<file path="src/rtl/chain_stim_pkg.sv">
`default_nettype none
// +----------------------------------------------------------------------+
// | chain_stim_pkg : shared types for the delay-chain pulse stimulus     |
// | Revision 1.0                                                         |
// +----------------------------------------------------------------------+
package chain_stim_pkg;

  localparam int DEF_CNT_W = 16;
  localparam int DEF_REP_W = 8;

  typedef enum logic [1:0] {
    ST_IDLE = 2'd0,
    ST_HIGH = 2'd1,
    ST_LOW  = 2'd2
  } state_e;

  typedef struct packed {
    logic [DEF_CNT_W-1:0] high;
    logic [DEF_CNT_W-1:0] low;
    logic [DEF_REP_W-1:0] rep;
  } desc_t;

endpackage
`default_nettype wire

</file>
<file path="src/rtl/chain_desc_fifo.sv">
`default_nettype none
// +----------------------------------------------------------------------+
// | chain_desc_fifo : synchronous descriptor queue with flush            |
// | Revision 1.0                                                         |
// +----------------------------------------------------------------------+
module chain_desc_fifo
  import chain_stim_pkg::*;
#(
  parameter int DW    = $bits(desc_t),
  parameter int DEPTH = 4
) (
  input  logic          clk,
  input  logic          rst_n,
  input  logic          flush,
  input  logic          push,
  input  logic [DW-1:0] wdata,
  input  logic          pop,
  output logic [DW-1:0] rdata,
  output logic          full,
  output logic          empty
);

  localparam int AW = $clog2(DEPTH);

  logic [AW:0]   wr_ptr_q, wr_ptr_d;
  logic [AW:0]   rd_ptr_q, rd_ptr_d;
  logic [DW-1:0] mem_q [DEPTH];
  logic          do_push;
  logic          do_pop;

  // Extra pointer bit distinguishes full from empty when the indices match.
  always_comb begin
    empty    = (wr_ptr_q == rd_ptr_q);
    full     = (wr_ptr_q[AW] != rd_ptr_q[AW]) &&
               (wr_ptr_q[AW-1:0] == rd_ptr_q[AW-1:0]);
    do_push  = push && !full && !flush;
    do_pop   = pop && !empty && !flush;
    wr_ptr_d = wr_ptr_q + {{AW{1'b0}}, do_push};
    rd_ptr_d = rd_ptr_q + {{AW{1'b0}}, do_pop};
    if (flush) begin
      wr_ptr_d = '0;
      rd_ptr_d = '0;
    end
    rdata = mem_q[rd_ptr_q[AW-1:0]];
  end

  always_ff @(posedge clk or negedge rst_n) begin
    if (!rst_n) begin
      wr_ptr_q <= '0;
      rd_ptr_q <= '0;
    end else begin
      wr_ptr_q <= wr_ptr_d;
      rd_ptr_q <= rd_ptr_d;
    end
  end

  always_ff @(posedge clk) begin
    if (do_push) begin
      mem_q[wr_ptr_q[AW-1:0]] <= wdata;
    end
  end

endmodule
`default_nettype wire

</file>
<file path="src/rtl/chain_pulse_stimulus.sv">
`default_nettype none
// +----------------------------------------------------------------------+
// | chain_pulse_stimulus : plays queued pulse descriptors on pulse_out   |
// | Revision 1.0                                                         |
// +----------------------------------------------------------------------+
module chain_pulse_stimulus
  import chain_stim_pkg::*;
#(
  parameter int   CNT_W      = DEF_CNT_W,
  parameter int   REP_W      = DEF_REP_W,
  parameter int   FIFO_DEPTH = 4,
  parameter logic IDLE_LEVEL = 1'b0
) (
  input  logic             clk,
  input  logic             rst_n,
  input  logic             desc_valid,
  output logic             desc_ready,
  input  logic [CNT_W-1:0] desc_high,
  input  logic [CNT_W-1:0] desc_low,
  input  logic [REP_W-1:0] desc_rep,
  input  logic             start,
  input  logic             abort,
  output logic             busy,
  output logic             done,
  output logic             pulse_out,
  output logic [15:0]      pulse_cnt
);

  localparam int DW = 2*CNT_W + REP_W;

  state_e           state_q, state_d;
  logic [CNT_W-1:0] ph_cnt_q, ph_cnt_d;
  logic [CNT_W-1:0] hm1_q, hm1_d;
  logic [CNT_W-1:0] lm1_q, lm1_d;
  logic [REP_W-1:0] rep_q, rep_d;
  logic             pulse_out_q, pulse_out_d;
  logic             done_q, done_d;
  logic [15:0]      pulse_cnt_q, pulse_cnt_d;

  logic             fifo_full;
  logic             fifo_empty;
  logic             fifo_pop;
  logic             fifo_push;
  logic [DW-1:0]    fifo_rdata;
  logic             load;

  // Zero-length phases play as one cycle; counters hold length-1.
  function automatic logic [CNT_W-1:0] len_m1(input logic [CNT_W-1:0] len);
    return (len == '0) ? '0 : len - CNT_W'(1);
  endfunction

  assign desc_ready = !fifo_full && !abort;
  assign fifo_push  = desc_valid && desc_ready;

  chain_desc_fifo #(
    .DW    (DW),
    .DEPTH (FIFO_DEPTH)
  ) u_fifo (
    .clk   (clk),
    .rst_n (rst_n),
    .flush (abort),
    .push  (fifo_push),
    .wdata ({desc_high, desc_low, desc_rep}),
    .pop   (fifo_pop),
    .rdata (fifo_rdata),
    .full  (fifo_full),
    .empty (fifo_empty)
  );

  always_comb begin
    state_d     = state_q;
    ph_cnt_d    = ph_cnt_q;
    hm1_d       = hm1_q;
    lm1_d       = lm1_q;
    rep_d       = rep_q;
    pulse_out_d = pulse_out_q;
    done_d      = 1'b0;
    pulse_cnt_d = pulse_cnt_q;
    fifo_pop    = 1'b0;
    load        = 1'b0;

    if (abort) begin
      state_d     = ST_IDLE;
      pulse_out_d = IDLE_LEVEL;
    end else begin
      case (state_q)
        ST_IDLE: begin
          if (start && !fifo_empty) begin
            load        = 1'b1;
            pulse_cnt_d = 16'd1;
          end
        end
        ST_HIGH: begin
          if (ph_cnt_q == '0) begin
            state_d     = ST_LOW;
            ph_cnt_d    = lm1_q;
            pulse_out_d = IDLE_LEVEL;
          end else begin
            ph_cnt_d = ph_cnt_q - CNT_W'(1);
          end
        end
        ST_LOW: begin
          if (ph_cnt_q != '0) begin
            ph_cnt_d = ph_cnt_q - CNT_W'(1);
          end else if (rep_q != '0) begin
            rep_d       = rep_q - REP_W'(1);
            state_d     = ST_HIGH;
            ph_cnt_d    = hm1_q;
            pulse_out_d = ~IDLE_LEVEL;
            pulse_cnt_d = pulse_cnt_q + 16'd1;
          end else if (!fifo_empty) begin
            load        = 1'b1;
            pulse_cnt_d = pulse_cnt_q + 16'd1;
          end else begin
            state_d     = ST_IDLE;
            pulse_out_d = IDLE_LEVEL;
            done_d      = 1'b1;
          end
        end
        default: begin
          state_d     = ST_IDLE;
          pulse_out_d = IDLE_LEVEL;
        end
      endcase

      // Chaining into the next descriptor shares the start path: no gap cycle.
      if (load) begin
        fifo_pop    = 1'b1;
        hm1_d       = len_m1(fifo_rdata[DW-1 -: CNT_W]);
        lm1_d       = len_m1(fifo_rdata[REP_W +: CNT_W]);
        rep_d       = fifo_rdata[REP_W-1:0];
        ph_cnt_d    = len_m1(fifo_rdata[DW-1 -: CNT_W]);
        state_d     = ST_HIGH;
        pulse_out_d = ~IDLE_LEVEL;
      end
    end
  end

  always_ff @(posedge clk or negedge rst_n) begin
    if (!rst_n) begin
      state_q     <= ST_IDLE;
      ph_cnt_q    <= '0;
      hm1_q       <= '0;
      lm1_q       <= '0;
      rep_q       <= '0;
      pulse_out_q <= IDLE_LEVEL;
      done_q      <= 1'b0;
      pulse_cnt_q <= '0;
    end else begin
      state_q     <= state_d;
      ph_cnt_q    <= ph_cnt_d;
      hm1_q       <= hm1_d;
      lm1_q       <= lm1_d;
      rep_q       <= rep_d;
      pulse_out_q <= pulse_out_d;
      done_q      <= done_d;
      pulse_cnt_q <= pulse_cnt_d;
    end
  end

  assign busy      = (state_q != ST_IDLE);
  assign done      = done_q;
  assign pulse_out = pulse_out_q;
  assign pulse_cnt = pulse_cnt_q;

endmodule
`default_nettype wire

</file>
<file path="config.mk">
export PLATFORM = sky130hd
export DESIGN_NAME = chain_pulse_stimulus
export DESIGN_NICKNAME = d
export VERILOG_FILES = /design/src/rtl/chain_stim_pkg.sv /design/src/rtl/chain_desc_fifo.sv /design/src/rtl/chain_pulse_stimulus.sv
export SDC_FILE = /design/constraint.sdc
export NUM_CORES = 1
export LEC_CHECK = 0
export ABC_AREA = 1
export BUFFER_PORTS_ARGS = -buffer_cell sky130_fd_sc_hd__clkbuf_2
export CORE_ASPECT_RATIO = 0.7
export CORE_UTILIZATION = 59
export CTS_CLUSTER_SIZE = 14
export DETAILED_ROUTE_END_ITERATION = 10
export HOLD_SLACK_MARGIN = 0.15
export PLACE_DENSITY = 0.88
export SYNTH_ARGS = -nofsm -noshare
export SYNTH_HDL_FRONTEND = slang
export SYNTH_SLANG_ARGS = --single-unit
</file>
<file path="constraint.sdc">
create_clock -name clk -period 6.03 [get_ports clk]
set_clock_uncertainty 0.15 [all_clocks]
set_input_delay 1.206 -clock clk [delete_from_list [all_inputs] [get_ports clk]]
set_output_delay 1.206 -clock clk [all_outputs]
set_load 0.05 [all_outputs]
</file>
==> results.sh, run 1 <==
export IMPL_hpwlAfterDp_um=17000
export IMPL_rows=42
export IMPL_final_common_cell="nand2_1"
export IMPL_drive_above_1_share_pct=12.3
export IMPL_fin_crit_ns=3.79
export IMPL_antenna_found_initial=0
export IMPL_power_switching_mw=1.58
export IMPL_clockRootBuffer="clkbuf_16"
export IMPL_drtAntennaViolNets=0
export IMPL_grt_pass1_vias=8462
export IMPL_worstMarginPinSlew_ns=1.05
export IMPL_io_buffers=64
export IMPL_power_mw=4.80
export IMPL_ys_ff_latch=242
export IMPL_gp_congestion=0.920
export IMPL_drtIter0Drc=890
export IMPL_cp_slowest_cell="nand2_2"
export IMPL_cts_tree="done"
export IMPL_grt_max_degree=83
export IMPL_grt_overflow_total=0
export IMPL_dpl_instance_area_um2=12200
export IMPL_initial_utilization_pct=61.4
export IMPL_synth_edff_count=160
export IMPL_grt_use_total_pct=26.1
export IMPL_post_cts_resized=0
export IMPL_drt_total_wl_um=25900
export IMPL_nFillCells=1452
export IMPL_multi_input_area_um2=4250
export IMPL_seqPwrFrac_pct=45.0
export IMPL_worstSetupPathType="reg2reg"
export IMPL_netlist_area_um2=11800
export IMPL_tns_ns=0
export IMPL_io_pins=65
export IMPL_min_from="pulse_out"
export IMPL_first_pass_iters=6
export IMPL_power_density_nw_per_um2=370
export IMPL_r2r_start="ph_cnt_q[0]"
export IMPL_num_vias=8962
export IMPL_whs_path_depth=2
export IMPL_crit_required_ns=6.26
export IMPL_cap_viol_max_count=0
export IMPL_synth_seq_area_share_pct=58.1
export IMPL_final_max_slew_viol_count=0
export IMPL_fin_area_um2=13000
export IMPL_pwr_share_comb_pct=25.2
export IMPL_p_int_mw=3.22
export IMPL_synth_top_area_share_pct=40.7
export IMPL_area_growth_pct=9.73
export IMPL_timing_fmax_mhz=264
export IMPL_clk_pin_slew_worst_paths_ns=0.06
export IMPL_diodes=0
export IMPL_grt_setup_unrepaired="false"
export IMPL_seq_area_um2=6860
export IMPL_yosys_most_used_dff="edfxtp_1"
export IMPL_arrival_ns=4.02
export IMPL_synth_cell_types=40
export IMPL_p_leak_nw=5.47
export IMPL_clkSinkCount=242
export IMPL_slew_limit_headroom_pct=30.0
export IMPL_crit_family="simple AND/OR/NAND/NOR gates"
export IMPL_cpPeakStageDelay_ns=0.63
export IMPL_fin_nets=1366
export IMPL_synth_top_cells_by_area="edfxtp_1 (41%), dfrtp_1 (17%), nand2_1 (13%)"
export IMPL_r2r_worst_path_cells=15
export IMPL_cts_hold_buffers=0
export IMPL_crit_fanout=42
export IMPL_postCtsSetupBuffers=0
export IMPL_yosysWarningCount=0
export IMPL_critical_path_depth=15
export IMPL_dieWidth_um=171
export IMPL_synth_largest_area_cell="edfxtp_1"
export IMPL_die_area_um2=20600
export IMPL_r2r_slack_ns=2.24
export IMPL_postSynthCellCount=1261
export IMPL_drc=0
export IMPL_p_sw_share_pct=32.9
export IMPL_irDropWorstVdd_uv=266
export IMPL_r2r_end="u_fifo.rd_ptr_q[2]"
export IMPL_grt_pass1_wl_um=42200
export IMPL_min_period_over_period_pct=62.8
export IMPL_hp_class="reg2reg"
export IMPL_avgRoutedWirePerCell_um=16.3
export IMPL_htreeDepth=1
export IMPL_setup_viol=0
export IMPL_outcome="finished clean"
export IMPL_stdcell_count=1591
export IMPL_p_clk_share_pct=29.8
export IMPL_synth_nets=1317
export IMPL_endpoint_kind="register"
export IMPL_fp_dieH_um=120
export IMPL_cts_buffers=23
export IMPL_hold_violations=0
export IMPL_min_to="pulse_out"
export IMPL_vias_per_cell=5.63
export IMPL_startpoint_type="register"
export IMPL_avgSynthCellArea_um2=9.36
export IMPL_clk_latency_ns=0.52
export IMPL_crit_chain="inv_1 -> ha_1 -> nand3_1 -> nor2_1 -> nand3_1 -> nor2_1 -> nand2_1 -> nand2_2 -> nand2_1 -> buf_4 -> inv_2 -> ha_1 -> ha_1 -> xnor2_1 -> nor2_1"
export IMPL_final_cell_mix="nand2_1 (395), edfxtp_1 (160), nor2_1 (112)"
export IMPL_synthArstFlopShare_pct=33.9
export IMPL_core_area_um2=19200
export IMPL_dp_cells=1549
export IMPL_clk_path_buf_depth=3
export IMPL_worst_path_buf_inv=3
==> worst max-delay path by stage <==
stage,from,to,slack (ns)
final,ph_cnt_q[0],u_fifo.rd_ptr_q[2],2.24
after global routing,ph_cnt_q[0],u_fifo.rd_ptr_q[2],2.01
after CTS,ph_cnt_q[0],u_fifo.rd_ptr_q[2],2.33
after detailed placement,ph_cnt_q[0],u_fifo.rd_ptr_q[2],2.37
after global placement,abort,desc_ready,2.43
after floorplan,abort,u_fifo.mem_q[2][0],0.44
==> stage by stage <==
stage / util [%] / hold slack (ns) / setup slack [ns]
floorplan: - / 0.298 / 0.438
global placement: 63.5 / 0.310 / 2.43
detailed placement: 63.5 / 0.327 / 2.37
CTS: 67.3 / 0.343 / 2.33
global route: 67.3 / 0.368 / 2.01
finish: 67.3 / 0.338 / 2.24
==> cells by family after synthesis <==
| kind of cell | count (synthesis) | synth area share, % |
|---|---|---|
| AND/OR/NAND/NOR | 688 | 25.1 |
| flip-flops | 242 | 58.1 |
| buffers and inverters | 148 | 6.06 |
| AO/OA/AOI/OAI | 126 | 6.17 |
| XOR/XNOR | 43 | 3.19 |
| adder cells (fa/ha/maj) | 11 | 1.17 |
| multiplexers | 3 | 0.254 |
==> power by group through the flow <==
stage | logic [mW] | registers, mW | clock network (mW)
final | 1.21 | 2.16 | 1.43
after global placement | 1.14 | 2.17 | 0
after detailed placement | 1.18 | 2.18 | 0
after global routing | 1.35 | 2.19 | 1.52
after floorplan | 0.872 | 2.19 | 0
after CTS | 1.19 | 2.15 | 1.45
==> routing by layer <==
layer / GRT usage [%] / vias up / part of all wire (%)
met5: 0 / - / 0
met4: 5.36 / 0 / 1.6
met3: 3.93 / 42 / 7.0
met2: 43.1 / 376 / 47
met1: 36.8 / 4260 / 45
li1: - / 4284 / -
==> cells in the mapped netlist (2+ instances only) <==
| cell type | number |
|---|---|
| a21boi_0 | 2 |
| a21boi_1 | 4 |
| a21oi_1 | 12 |
| buf_2 | 13 |
| buf_4 | 14 |
| buf_6 | 10 |
| clkbuf_1 | 10 |
| clkinv_1 | 2 |
| dfrtp_1 | 82 |
| edfxtp_1 | 160 |
| ha_1 | 11 |
| inv_1 | 92 |
| inv_2 | 3 |
| inv_4 | 2 |
| mux2i_1 | 3 |
| nand2_1 | 395 |
| nand2_2 | 13 |
| nand3_1 | 105 |
| nand3_2 | 8 |
| nand3b_1 | 2 |
| nand4_1 | 23 |
| nor2_1 | 112 |
| nor2_2 | 5 |
| nor2_4 | 7 |
| nor3_1 | 13 |
| nor4_1 | 2 |
| o211ai_1 | 3 |
| o21ai_0 | 66 |
| o21ai_1 | 11 |
| o21ai_2 | 11 |
| o22ai_1 | 11 |
| o31ai_1 | 5 |
| xnor2_1 | 13 |
| xor2_1 | 30 |
==> area by class of cell <==
| class | count | share of cell area (%) |
|---|---|---|
| clock buffers | 33 | 4.96 |
| clock inverters | 9 | 0.792 |
| inverters | 99 | 2.91 |
| multi-input cells | 871 | 32.8 |
| flip-flops and latches | 242 | 52.9 |
| well taps | 264 | 2.55 |
| repair buffers | 73 | 3.01 |
==> tightest hold or removal path: cells and delay by family, from the launching register on <==
kind,cells,cell delay (ns)
flops,1,0.35
simple gates,2,0.10
==> sequential cells by signal, indices dropped and copies added (netlist names), 2 cells and up <==
signal,flops
lm1_q,16
ph_cnt_q,16
u_fifo.wr_ptr_q,3
u_fifo.mem_q,160
hm1_q,16
pulse_cnt,16
rep_q,8
state_q,2
u_fifo.rd_ptr_q,3
Note: power is estimated with default switching activity, not from simulation.
==> inputs of run 2 (changes only) <==
==> constraint.sdc (replaced) <==
create_clock -name clk -period 3.8 [get_ports clk]
set_clock_uncertainty 0.15 [all_clocks]
set_input_delay 0.76 -clock clk [delete_from_list [all_inputs] [get_ports clk]]
set_output_delay 0.76 -clock clk [all_outputs]
set_load 0.05 [all_outputs]
==> run 2 against run 1 <==
Compared with the run above: routed wire length grew 4.4%; global-route usage rose by 1.3 points; cell area rose by 1.0%; total power up 62%; first-iteration DRC count did not move; hold slack worse by 0.20 ns.
==> results.sh, run 2 (same netlist as run 1, synthesis figures left out) <==
export IMPL_outcome="finished clean"
export IMPL_nFillCells=1438
export IMPL_clkSinkCount=242
export IMPL_io_pins=65
export IMPL_avgRoutedWirePerCell_um=16.9
export IMPL_dieWidth_um=171
export IMPL_drive_above_1_share_pct=13.1
export IMPL_drtAntennaViolNets=0
export IMPL_cts_buffers=24
export IMPL_holdWs_ns=0.139
export IMPL_grtUsageMet1_pct=38.7
export IMPL_grt_pass1_vias=8778
export IMPL_worstSetupPathType="reg2reg"
export IMPL_tns_ns=0
export IMPL_r2r_start="ph_cnt_q[0]"
export IMPL_setup_ws_ns=0.738
export IMPL_hp_class="in2async"
export IMPL_vias_per_cell=5.70
export IMPL_hpwlAfterDp_um=17400
export IMPL_post_cts_resized=0
export IMPL_crit_fanout=30
export IMPL_power_mw=7.76
export IMPL_grtUsageMet2_pct=43.5
export IMPL_io_buffers=64
export IMPL_initial_utilization_pct=61.4
export IMPL_startpoint_type="register"
export IMPL_crit_path_start="ph_cnt_q[0]"
export IMPL_grt_max_degree=70
export IMPL_diodes=0
export IMPL_grt_setup_unrepaired="false"
export IMPL_postCtsSetupBuffers=0
export IMPL_r2r_slack_ns=0.74
export IMPL_worstMarginPinSlew_ns=0.776
export IMPL_crit_chain="inv_1 -> ha_1 -> nand3_1 -> nor2_1 -> nand3_1 -> nand2_1 -> nand3_1 -> nor2_1 -> buf_4 -> inv_1 -> o21ai_0 -> nor2_1"
export IMPL_crit_required_ns=4.06
export IMPL_clk_path_buf_depth=3
export IMPL_timing_fmax_mhz=327
export IMPL_htreeDepth=1
export IMPL_cts_hold_buffers=0
export IMPL_final_max_slew_viol_count=0
export IMPL_arrival_ns=3.32
export IMPL_cap_viol_max_count=0
export IMPL_drc=0
export IMPL_drtIter0Drc=890
export IMPL_fp_dieH_um=120
export IMPL_final_cell_mix="nand2_1 (395), edfxtp_1 (160), nor2_1 (112)"
export IMPL_use_met3_pct=4.65
export IMPL_cp_slowest_cell="nand3_1"
export IMPL_gp_congestion=0.896
export IMPL_setup_viol=0
export IMPL_rows=42
export IMPL_top_usage_layer="met2"
export IMPL_die_area_um2=20600
export IMPL_r2r_worst_path_cells=12
export IMPL_fin_area_um2=13100
export IMPL_slew_limit_headroom_pct=48.2
export IMPL_fin_nets=1375
export IMPL_irDropWorstVdd_uv=438
export IMPL_dp_slack_ns=0.800
export IMPL_r2r_end="pulse_cnt[3]"
export IMPL_cpPeakStageDelay_ns=0.41
export IMPL_cts_tree="done"
export IMPL_grt_overflow_total=0
export IMPL_p_leak_nw=5.54
export IMPL_grt_use_total_pct=27.4
export IMPL_min_period_over_period_pct=80.6
export IMPL_dpl_instance_area_um2=12300
export IMPL_power_density_nw_per_um2=593
export IMPL_area_growth_pct=10.9
export IMPL_grt_pass1_wl_um=43900
export IMPL_hold_violations=0
export IMPL_largest_reg_flops=160
export IMPL_endpoint_kind="register"
export IMPL_worstSetupEndpoint="pulse_cnt[3]"
export IMPL_clk_pin_slew_worst_paths_ns=0.07
export IMPL_first_pass_iters=6
export IMPL_clockRootBuffer="clkbuf_16"
export IMPL_drt_total_wl_um=27000
export IMPL_final_common_cell="nand2_1"
export IMPL_clk_latency_ns=0.53
export IMPL_core_area_um2=19200
export IMPL_fin_crit_ns=3.06
export IMPL_antenna_found_initial=0
export IMPL_num_vias=9127
[run 2: cell count changes in the layout (fill, tap and decap cells not counted)]
cell,delta
inv_6,-2
nor3_2,-4
clkinv_1,-1
clkbuf_16,+2
clkbuf_8,+3
clkinv_2,+1
buf_4,+8
nor3_4,+4
clkbuf_1,-1
clkinv_4,+1
bufinv_16,-1
[run 2: critical path: cells and delay by family, from the launching register on]
family | cells | cell delay, ns
and+or+nand+nor | 7 | 1.14
buffers and inverters | 3 | 0.77
DFF | 1 | 0.39
AOI/OAI and AO/OA | 1 | 0.28
adders and majority gates | 1 | 0.21
[run 2: stage by stage]
step,instances,util [%]
final,1601,68.1
after global routing,1601,68.1
after CTS,1601,68.1
after detailed placement,1557,63.9
after global placement,1557,63.9
after floorplan,1261,-
[run 2: final cells by class]
class | count | area [µm²] | share of cell area [%]
clock buffers | 37 | 731 | 5.58
repair buffers | 81 | 450 | 3.44
well taps | 264 | 330 | 2.52
multi-input cells | 871 | 4280 | 32.7
flip-flops and latches | 242 | 6860 | 52.4
inverters | 99 | 377 | 2.88
clock inverters | 7 | 65.1 | 0.497
[run 2: worst min path at each step]
stage	startpoint	endpoint	slack, ns	cells past startpoint
final	rst_n	rep_q[4]	0.14	1
after floorplan	hm1_q[9]	hm1_q[9]	0.30	2
after global placement	hm1_q[9]	hm1_q[9]	0.31	2
after global routing	rst_n	pulse_cnt[15]	0.23	1
after CTS	rst_n	rep_q[4]	0.18	1
after detailed placement	lm1_q[1]	lm1_q[1]	0.33	2
[run 2: report_power, final]
part / internal, mW / leakage (nW) / switching [mW]
combinational: 0.617 / 2.66 / 1.32
sequential: 3.18 / 2.49 / 0.266
clock: 1.39 / 0.390 / 0.981
[run 2: metal layers]
metal	share of wire, %	up-vias
met3	8.7	66
met4	2.8	0
met1	43	4345
met5	0	-
met2	46	413
li1	-	4303
